<file path="src/rtl/product_uart_rx_if.sv">
// Signal bundle between the serial line and the product receiver.
// The slave side is the receiver: it takes rx in and drives the rebuilt byte
// and its strobes. The master side drives the line and observes the results.
interface product_uart_rx_if;
  logic       rx;
  logic [7:0] product;
  logic       product_valid;
  logic       frame_err;
  logic       busy;

  modport master (output rx, input product, product_valid, frame_err, busy);
  modport slave  (input rx, output product, product_valid, frame_err, busy);
endinterface

</file>
<file path="src/rtl/product_uart_rx.sv">
// 8N1 serial receiver that rebuilds the booth_multiplier signed product.
// The line is double-flopped, the start bit is confirmed at its centre, and
// each data and stop bit is sampled one full bit-time after the previous
// sample. IDLE is re-entered at mid-stop-bit, so back-to-back frames need no gap.
// A stop bit sampled low parks the receiver in BREAK until the line returns
// high, so a line held low cannot retrigger frames.
// CLKS_PER_BIT must be even, must be at least 4, and must match the transmitter.
module product_uart_rx #(
  parameter int CLKS_PER_BIT = 16
) (
  input  logic             CLK,
  input  logic             RST_N,
  product_uart_rx_if.slave bus
);

  localparam int               CNT_W     = $clog2(CLKS_PER_BIT);
  localparam logic [CNT_W-1:0] HALF_LAST = CNT_W'(CLKS_PER_BIT / 2 - 1);
  localparam logic [CNT_W-1:0] FULL_LAST = CNT_W'(CLKS_PER_BIT - 1);

  typedef enum logic [2:0] {
    ST_IDLE,
    ST_START,
    ST_DATA,
    ST_STOP,
    ST_BREAK
  } state_t;

  state_t           state_q, state_d;
  logic [CNT_W-1:0] cnt_q, cnt_d;
  logic [2:0]       bit_idx_q, bit_idx_d;
  logic [7:0]       shreg_q, shreg_d;
  logic [7:0]       product_q, product_d;
  logic             product_valid_q, product_valid_d;
  logic             frame_err_q, frame_err_d;
  logic             rx_meta_q, rx_s_q;

  // Two-flop synchronizer for the asynchronous line; it resets to the idle-high level.
  always_ff @(posedge CLK or negedge RST_N) begin
    if (!RST_N) begin
      rx_meta_q <= 1'b1;
      rx_s_q    <= 1'b1;
    end else begin
      rx_meta_q <= bus.rx;
      rx_s_q    <= rx_meta_q;
    end
  end

  // State, counters, shift register and the registered output strobes.
  always_ff @(posedge CLK or negedge RST_N) begin
    if (!RST_N) begin
      state_q         <= ST_IDLE;
      cnt_q           <= '0;
      bit_idx_q       <= '0;
      shreg_q         <= '0;
      product_q       <= '0;
      product_valid_q <= 1'b0;
      frame_err_q     <= 1'b0;
    end else begin
      state_q         <= state_d;
      cnt_q           <= cnt_d;
      bit_idx_q       <= bit_idx_d;
      shreg_q         <= shreg_d;
      product_q       <= product_d;
      product_valid_q <= product_valid_d;
      frame_err_q     <= frame_err_d;
    end
  end

  // Next-state logic: confirm the start bit at half a bit-time, then sample at every full bit-time.
  always_comb begin
    state_d         = state_q;
    cnt_d           = cnt_q;
    bit_idx_d       = bit_idx_q;
    shreg_d         = shreg_q;
    product_d       = product_q;
    product_valid_d = 1'b0;
    frame_err_d     = 1'b0;

    case (state_q)
      ST_IDLE: begin
        if (!rx_s_q) begin
          state_d = ST_START;
          cnt_d   = '0;
        end
      end

      ST_START: begin
        if (cnt_q == HALF_LAST) begin
          cnt_d = '0;
          if (!rx_s_q) begin
            state_d   = ST_DATA;
            bit_idx_d = '0;
          end else begin
            state_d = ST_IDLE;
          end
        end else begin
          cnt_d = cnt_q + CNT_W'(1);
        end
      end

      ST_DATA: begin
        if (cnt_q == FULL_LAST) begin
          cnt_d   = '0;
          shreg_d = {rx_s_q, shreg_q[7:1]};
          if (bit_idx_q == 3'd7) begin
            state_d = ST_STOP;
          end else begin
            bit_idx_d = bit_idx_q + 3'd1;
          end
        end else begin
          cnt_d = cnt_q + CNT_W'(1);
        end
      end

      ST_STOP: begin
        if (cnt_q == FULL_LAST) begin
          cnt_d = '0;
          if (rx_s_q) begin
            product_d       = shreg_q;
            product_valid_d = 1'b1;
            state_d         = ST_IDLE;
          end else begin
            frame_err_d = 1'b1;
            state_d     = ST_BREAK;
          end
        end else begin
          cnt_d = cnt_q + CNT_W'(1);
        end
      end

      ST_BREAK: begin
        if (rx_s_q) begin
          state_d = ST_IDLE;
        end
      end

      default: begin
        state_d = ST_IDLE;
      end
    endcase
  end

  assign bus.product       = product_q;
  assign bus.product_valid = product_valid_q;
  assign bus.frame_err     = frame_err_q;
  assign bus.busy          = (state_q != ST_IDLE);

endmodule

</file>
<file path="src/flat_wrapper.sv">
// flat-port wrapper written by rule: the top's interface ports become plain ports
module product_uart_rx_flat 
#(
  parameter int CLKS_PER_BIT = 16
)
  (CLK, RST_N, bus_rx, bus_product, bus_product_valid, bus_frame_err, bus_busy);
  product_uart_rx_if bus_i ();
  input  logic CLK;
  input  logic RST_N;
  input wire logic [$bits(bus_i.rx)-1:0] bus_rx;
  output wire logic [$bits(bus_i.product)-1:0] bus_product;
  output wire logic [$bits(bus_i.product_valid)-1:0] bus_product_valid;
  output wire logic [$bits(bus_i.frame_err)-1:0] bus_frame_err;
  output wire logic [$bits(bus_i.busy)-1:0] bus_busy;
  assign bus_i.rx = bus_rx;
  assign bus_product = bus_i.product;
  assign bus_product_valid = bus_i.product_valid;
  assign bus_frame_err = bus_i.frame_err;
  assign bus_busy = bus_i.busy;
  product_uart_rx #(.CLKS_PER_BIT(CLKS_PER_BIT)) u_core (.CLK(CLK), .RST_N(RST_N), .bus(bus_i));
endmodule
</file>
<file path="config.mk">
export PLATFORM = sky130hd
export DESIGN_NAME = product_uart_rx_flat
export DESIGN_NICKNAME = d
export VERILOG_FILES = /design/src/rtl/product_uart_rx_if.sv /design/src/rtl/product_uart_rx.sv /design/src/flat_wrapper.sv
export SDC_FILE = /design/constraint.sdc
export NUM_CORES = 1
export LEC_CHECK = 0
export BUFFER_PORTS_ARGS = -buffer_cell sky130_fd_sc_hd__clkbuf_2
export CORE_MARGIN = 2
export CORE_UTILIZATION = 51
export DETAILED_ROUTE_END_ITERATION = 16
export PLACE_DENSITY = 0.73
export SLEW_MARGIN = 20
export SYNTH_ARGS = -nofsm -noshare
export SYNTH_HDL_FRONTEND = slang
export SYNTH_SLANG_ARGS = --single-unit
</file>
<file path="constraint.sdc">
create_clock -name CLK -period 1.7 [get_ports CLK]
set_clock_uncertainty 0.1 [all_clocks]
set_input_delay 0.34 -clock CLK [delete_from_list [all_inputs] [get_ports CLK]]
set_output_delay 0.34 -clock CLK [all_outputs]
set_load 0.02 [all_outputs]
</file>
==> impl_metrics.ini, run 1 <==
[cells_and_area]
drive_gt1_share_pct = 49.3
nNetsFinal = 141
multi_input_area_sq_um = 543
layout_commonest_cell = dfrtp_1
fin_cells = 166
fin_area_sq_mm = 0.00166
finish.utilization_pct = 67.7
fillCellCount = 185
layout_common_cells = 26 x dfrtp_1, 17 x mux2_2, 16 x buf_4, 12 x clkbuf_2, 6 x a21oi_1
area.growth.synth_to_final_pct = 26.0
seq_area_sq_um = 756
diodes = 0

[route]
ant_nets = 0
wl_per_cell_microns = 15.7
drc = 0
drt-total-wl_microns = 2610
via_per_inst = 5.45
dr.pass1.iters = 3
route.vias.total = 904
drt-initial-drc-count = 9

[logic_synthesis]
ys_seq_elements = 30
syn-cell-area_sq_mm = 0.00132
synth_cell_types = 31
synth_warnings = 0
synthCells = 99
synth-seq-area-share_pct = 57.1
syn-num-nets = 105
syn_avg_cell_area_sq_um = 13.3

[timing]
setup_viol = 1
fin_crit_ps = 1730
fin_crit_sh_pct = 102
setup_ws_ps = -26.0
grt_setup_unrepaired = yes
relSlewSlack_pct = 72.9
fmax_mhz = 579
hold_ws_ps = 261
slew_violations = 0
hold_violations = 0
worst_pin_slew_ps = 407

[die]
die_area_sq_mm = 0.00301
fp.dieH_microns = 54.9
fp.dieW_microns = 54.9
core_area_sq_mm = 0.00245
rows = 18
start_util_pct = 53.8
num_io_pins = 14

[placement]
dpl.hpwl_microns = 1800
gp_congestion = 0.858
dpl-instance-area_sq_mm = 0.00152
dp.cells = 152
port-buffer-count = 13

[grt]
antenna_found_initial = 0
grt_overflow_total = 0
grt_pass1_wl_microns = 4270
track_usage_pct = 21.6
grt_max_degree = 17
grt_pass1_vias = 877

[hold_path]
worstHoldPathType = flop to flop
whs_path_depth = 0
min_to = u_core.rx_s_q$_DFF_PN1_
hp-start = u_core.rx_meta_q$_DFF_PN1_

[worst_setup_path]
r2r_slack_ps = 40
cp-end-kind = primary output
r2r_cells = 5
cp.required_ps = 1260
cp_max_fo = 2
arrival_ps = 1290
start_kind = flop
r2r_end = u_core.bit_idx_q[0]$_DFFE_PN0P_
regToRegStartpoint = u_core.bit_idx_q[0]$_DFFE_PN0P_
critPathKind = flop to primary output
crit_start = u_core.state_q[2]$_DFFE_PN0P_

[pwr]
powerDensity_mw_per_mm2 = 1100
finalPower_mw = 1.83
combPwrFrac_pct = 32.2
p_sw_uw = 576
p_leak_nw = 0.856
intPower_mw = 1.25
ir_worst_vdd_v = 0.000774
seqPwrFrac_pct = 46.6
clkPwrFrac_pct = 21.2
p_sw_share_pct = 31.5

[status]
status = finished with violations
violations = setup timing

[flow_run]
cap_violations = 0

[clock_tree]
cts_tree = yes
cts_buffer_depth = 2
cts_num_sinks = 30
cts.htree.levels = 2
root_buffer = clkbuf_4
path_clk_slew_ps = 80
cts_made_buffers = 5
insertion_delay_ps = 320
## synth_stat cells
cell type   n  area share, %
nand4b_1    1           0.66
nor4_4      1            1.6
nand2_1     4            1.1
nand3_2     1           0.76
a21o_1      1           0.57
and3b_1     1           0.66
nand4_1     1           0.47
o21ai_0     2           0.76
nand4b_2    1            1.1
mux2i_1     1           0.76
dfrtp_1    28             53
nor4_1      1           0.47
a21oi_1     6            2.3
mux2_2     17             15
buf_6       1           0.85
ha_1        3            2.8
nand2b_1    1           0.47
nor3_4      1            1.2
nor3_1      2           0.76
or3_1       3            1.4
dfstp_2     2            4.0
clkbuf_1    1           0.28
nand3_1     1           0.38
buf_4       3            1.7
inv_1       2           0.57
nor2_2      2           0.95
a22o_1      4            2.7
a41o_1      1           0.76
nor2_1      4            1.1
nand4bb_1   1           0.85
inv_2       1           0.28
## power groups by stage
stage               clock [mW]  combinational, mW  sequential [mW]
floorplan                    0              0.329            0.818
global placement             0              0.416            0.872
detailed placement           0              0.442            0.885
CTS                      0.405              0.550            0.839
global route             0.444              0.652            0.859
finish                   0.388              0.589            0.853
## cell families (layout without fill, tap and decap cells)
group                      Yosys count  after routing  synth area share, %
DFF                                 30             30                 57.1
and+or+nand+nor                     26             26                 14.1
muxes                               18             18                 15.3
AOI/OAI and AO/OA                   14             14                 7.01
buffers and inverters                8             45                 3.70
adders and majority gates            3              3                 2.84
## per-layer routing
metal	part of all wire, %	vias to the layer above	track usage, %	wire (microns)
met5	0	-	0	0
met4	1.9	0	8.75	49
met3	3.7	7	8.47	97
met2	51	14	35.3	1340
met1	43	451	25.3	1120
li1	-	432	-	-
## worst max-delay path, cell delays in order (launching register included)
cell     delay (ps)
dfrtp_1         390
buf_6           120
or3_4           330
buf_8           140
## worst max-delay path by stage
stage                                                    to  slack [ps]  cells after the start
after global routing                               bus_busy         -60                      3
after detailed placement  u_core.bus.product[5]$_DFFE_PN0P_         -40                      5
final                                              bus_busy         -30                      3
after floorplan               u_core.shreg_q[0]$_DFFE_PN0P_          30                      4
after CTS                                          bus_busy         -50                      3
after global placement      u_core.bit_idx_q[0]$_DFFE_PN0P_          50                      6
## metrics by stage
stage / TNS [ps] / worst slack, ps
2_1_floorplan: 0 / 25.5
3_3_place_gp: 0 / 54.1
3_5_place_dp: -294 / -39.5
4_1_cts: -45.8 / -45.8
5_1_grt: -130 / -63.5
6_report: -26.0 / -26.0
## repair_timing
action,in CTS,in global routing
gates resized for setup,8,2
endpoints found under the setup margin,13,12
hold buffers,2,0
endpoints found under the hold margin,13,0
setup buffers,3,1
## final cells by class
type / count / share of cell area (%)
clock buffer: 8 / 2.93
inverter: 3 / 0.677
multi-input combinational: 61 / 32.7
sequential: 30 / 45.4
tap: 30 / 2.26
timing repair buffer: 34 / 16.0
## state kept, by name (all words and copies together) (netlist names)
name / cells
u_core.cnt_q: 4
u_core.shreg_q: 8
u_core.bus.product: 8
u_core.rx_s_q: 1
u_core.bit_idx_q: 3
u_core.state_q: 3
u_core.bus.frame_err: 1
u_core.rx_meta_q: 1
u_core.bus.product_valid: 1
Power figures use the tool's default switching activity.
==> run 2: changes to the inputs <==
--- a/config.mk
+++ b/config.mk
@@ -7,9 +7,10 @@
 export LEC_CHECK = 0
 export BUFFER_PORTS_ARGS = -buffer_cell sky130_fd_sc_hd__clkbuf_2
 export CORE_MARGIN = 2
-export CORE_UTILIZATION = 51
+export CORE_UTILIZATION = 55
+export CTS_BUF_LIST = sky130_fd_sc_hd__clkbuf_4
 export DETAILED_ROUTE_END_ITERATION = 16
-export PLACE_DENSITY = 0.73
+export PLACE_DENSITY = 0.75
 export SLEW_MARGIN = 20
 export SYNTH_ARGS = -nofsm -noshare
 export SYNTH_HDL_FRONTEND = slang
==> constraint.sdc (replaced) <==
create_clock -name CLK -period 1.9 [get_ports CLK]
set_clock_uncertainty 0.1 [all_clocks]
set_input_delay 0.38 -clock CLK [delete_from_list [all_inputs] [get_ports CLK]]
set_output_delay 0.38 -clock CLK [all_outputs]
set_load 0.02 [all_outputs]
==> run 2 against run 1 <==
Effect of this change: the run now ends clean; combinational power decreased by 49%; cell count decreased by 10%; critical path depth decreased by 1; via count decreased by 11%; utilization decreased by 0.90 points; clock power decreased by 7.5%; sequential share of layout area increased by 5.2 points; count of clock-buffer cells in the layout decreased by 3; register-to-register slack improved by 50 ps; total power decreased by 21%; flip-flop and latch count unchanged; final area decreased by 10%; largest cell class unchanged.
==> impl_metrics.ini, run 2 (synthesis gave the netlist of run 1 again) <==
[status]
status = finished clean

[worst_setup_path]
cp_max_fo = 9
start_kind = flop
slowest_stage = dfrtp_2
slowest_delay_ps = 480
cp.depth = 2
cp.required_ps = 1420
r2r_cells = 5
cp_top_family = flip-flops
crit_start = u_core.state_q[1]$_DFFE_PN0P_
cp-end-kind = primary output
critPathKind = flop to primary output
regToRegStartpoint = u_core.cnt_q[0]$_DFFE_PN0P_
worst-path-buf-inv = 1
arrival_ps = 1360
crit_chain = or3_1, buf_2
r2r_slack_ps = 90

[timing]
hold_violations = 0
hold_ws_ps = 20.0
grt_setup_unrepaired = no
worst_pin_slew_ps = 719
fmax_mhz = 545
relSlewSlack_pct = 52.0
tns_ps = 0
fin_crit_ps = 1840
slew_violations = 0
setup_viol = 0
fin_crit_sh_pct = 96.6

[route]
dr.pass1.iters = 4
drt-total-wl_microns = 2180
drc = 0
via_per_inst = 5.42
wl_per_cell_microns = 14.6
drt-initial-drc-count = 7
ant_nets = 0
route.vias.total = 808

[grt]
grt_overflow_total = 0
antenna_found_initial = 0
track_usage_pct = 18.9
grt_max_degree = 31
grt_pass1_wl_microns = 3590
grt_pass1_vias = 783

[cells_and_area]
diodes = 0
area.growth.synth_to_final_pct = 13.1
finish.utilization_pct = 66.8
nNetsFinal = 126
layout_common_cells = 26 x dfrtp_1, 17 x mux2_2, 12 x clkbuf_2, 6 x a21oi_1, 5 x clkbuf_4
fin_area_sq_mm = 0.00149
layout_commonest_cell = dfrtp_1
drive_gt1_share_pct = 44.6

[pwr]
finalPower_mw = 1.44
p_leak_nw = 0.771
ir_worst_vdd_v = 0.000755
powerDensity_mw_per_mm2 = 966

[hold_path]
worstHoldPathType = primary input to flop
whs_path_depth = 1
hp-start = bus_rx

[clock_tree]
cts_made_buffers = 5
cts.htree.levels = 2
path_clk_slew_ps = 90
root_buffer = clkbuf_4
cts_buffer_depth = 2
insertion_delay_ps = 340
cts_tree = yes
cts_num_sinks = 30

[die]
start_util_pct = 59.1
die_area_sq_mm = 0.00281
fp.dieW_microns = 53.0
core_area_sq_mm = 0.00223
fp.dieH_microns = 53.0
rows = 17
num_io_pins = 14

[placement]
dpl-instance-area_sq_mm = 0.00139
dpl.hpwl_microns = 1430
port-buffer-count = 13
gp_congestion = 0.811

[flow_run]
cap_violations = 0
==> run 2: cell types whose count changed in the layout (fill, tap and decap cells not counted), sizes merged <==
cell and change:
clkinv +2, dlygate4sd3 -1, clkinvlp +1, clkbuf -3, buf -14
==> run 2: per-layer routing <==
| metal | routed length [microns] | global-route usage (%) | part of all wire [%] | vias up |
|---|---|---|---|---|
| li1 | - | - | - | 398 |
| met1 | 1030 | 23.6 | 47 | 389 |
| met2 | 1010 | 27.5 | 46 | 17 |
| met3 | 108 | 8.47 | 5.0 | 4 |
| met4 | 30 | 9.40 | 1.4 | 0 |
| met5 | 0 | 0 | 0 | - |
==> run 2: power by group <==
part	switching (mW)	internal [mW]
registers	0.0855	0.698
clock network	0.222	0.137
logic	0.162	0.137
==> run 2: cell type report <==
type | instances | area (sq um)
flip-flops and latches | 30 | 756
fillers | 169 | 741
multi-input cells | 61 | 520
repair buffers | 19 | 116
clock buffers | 5 | 37.5
well taps | 28 | 35.0
clock inverters | 3 | 16.3
inverters | 3 | 11.3
==> run 2: path summary, 6_finish.rpt <==
path	end
max	bus_busy
min	u_core.rx_meta_q$_DFF_PN1_
max reg2reg	u_core.shreg_q[6]$_DFFE_PN0P_
min reg2reg	u_core.rx_s_q$_DFF_PN1_
max in group asynchronous	u_core.state_q[1]$_DFFE_PN0P_
min in group asynchronous	u_core.shreg_q[3]$_DFFE_PN0P_
==> run 2: timing repair <==
item	in CTS	in global routing
pin swaps	0	1
endpoints found under the hold margin	18	0
setup buffers	0	4
hold buffers	1	0
gates resized for setup	1	4
endpoints found under the setup margin	1	18
==> run 2: per-stage QoR <==
step,setup WS (ps),cells
CTS,0.737,145
global route,3.28,149
finish,64.7,149
floorplan,225,99
detailed placement,30.7,136
global placement,105,136
==> run 2: worst register-to-register path: stages (launching register included) <==
cell and delay [ps]:
dfrtp_1 400, ha_2 260, nand4b_2 190, nor3_4 240, buf_4 160, mux2_2 330
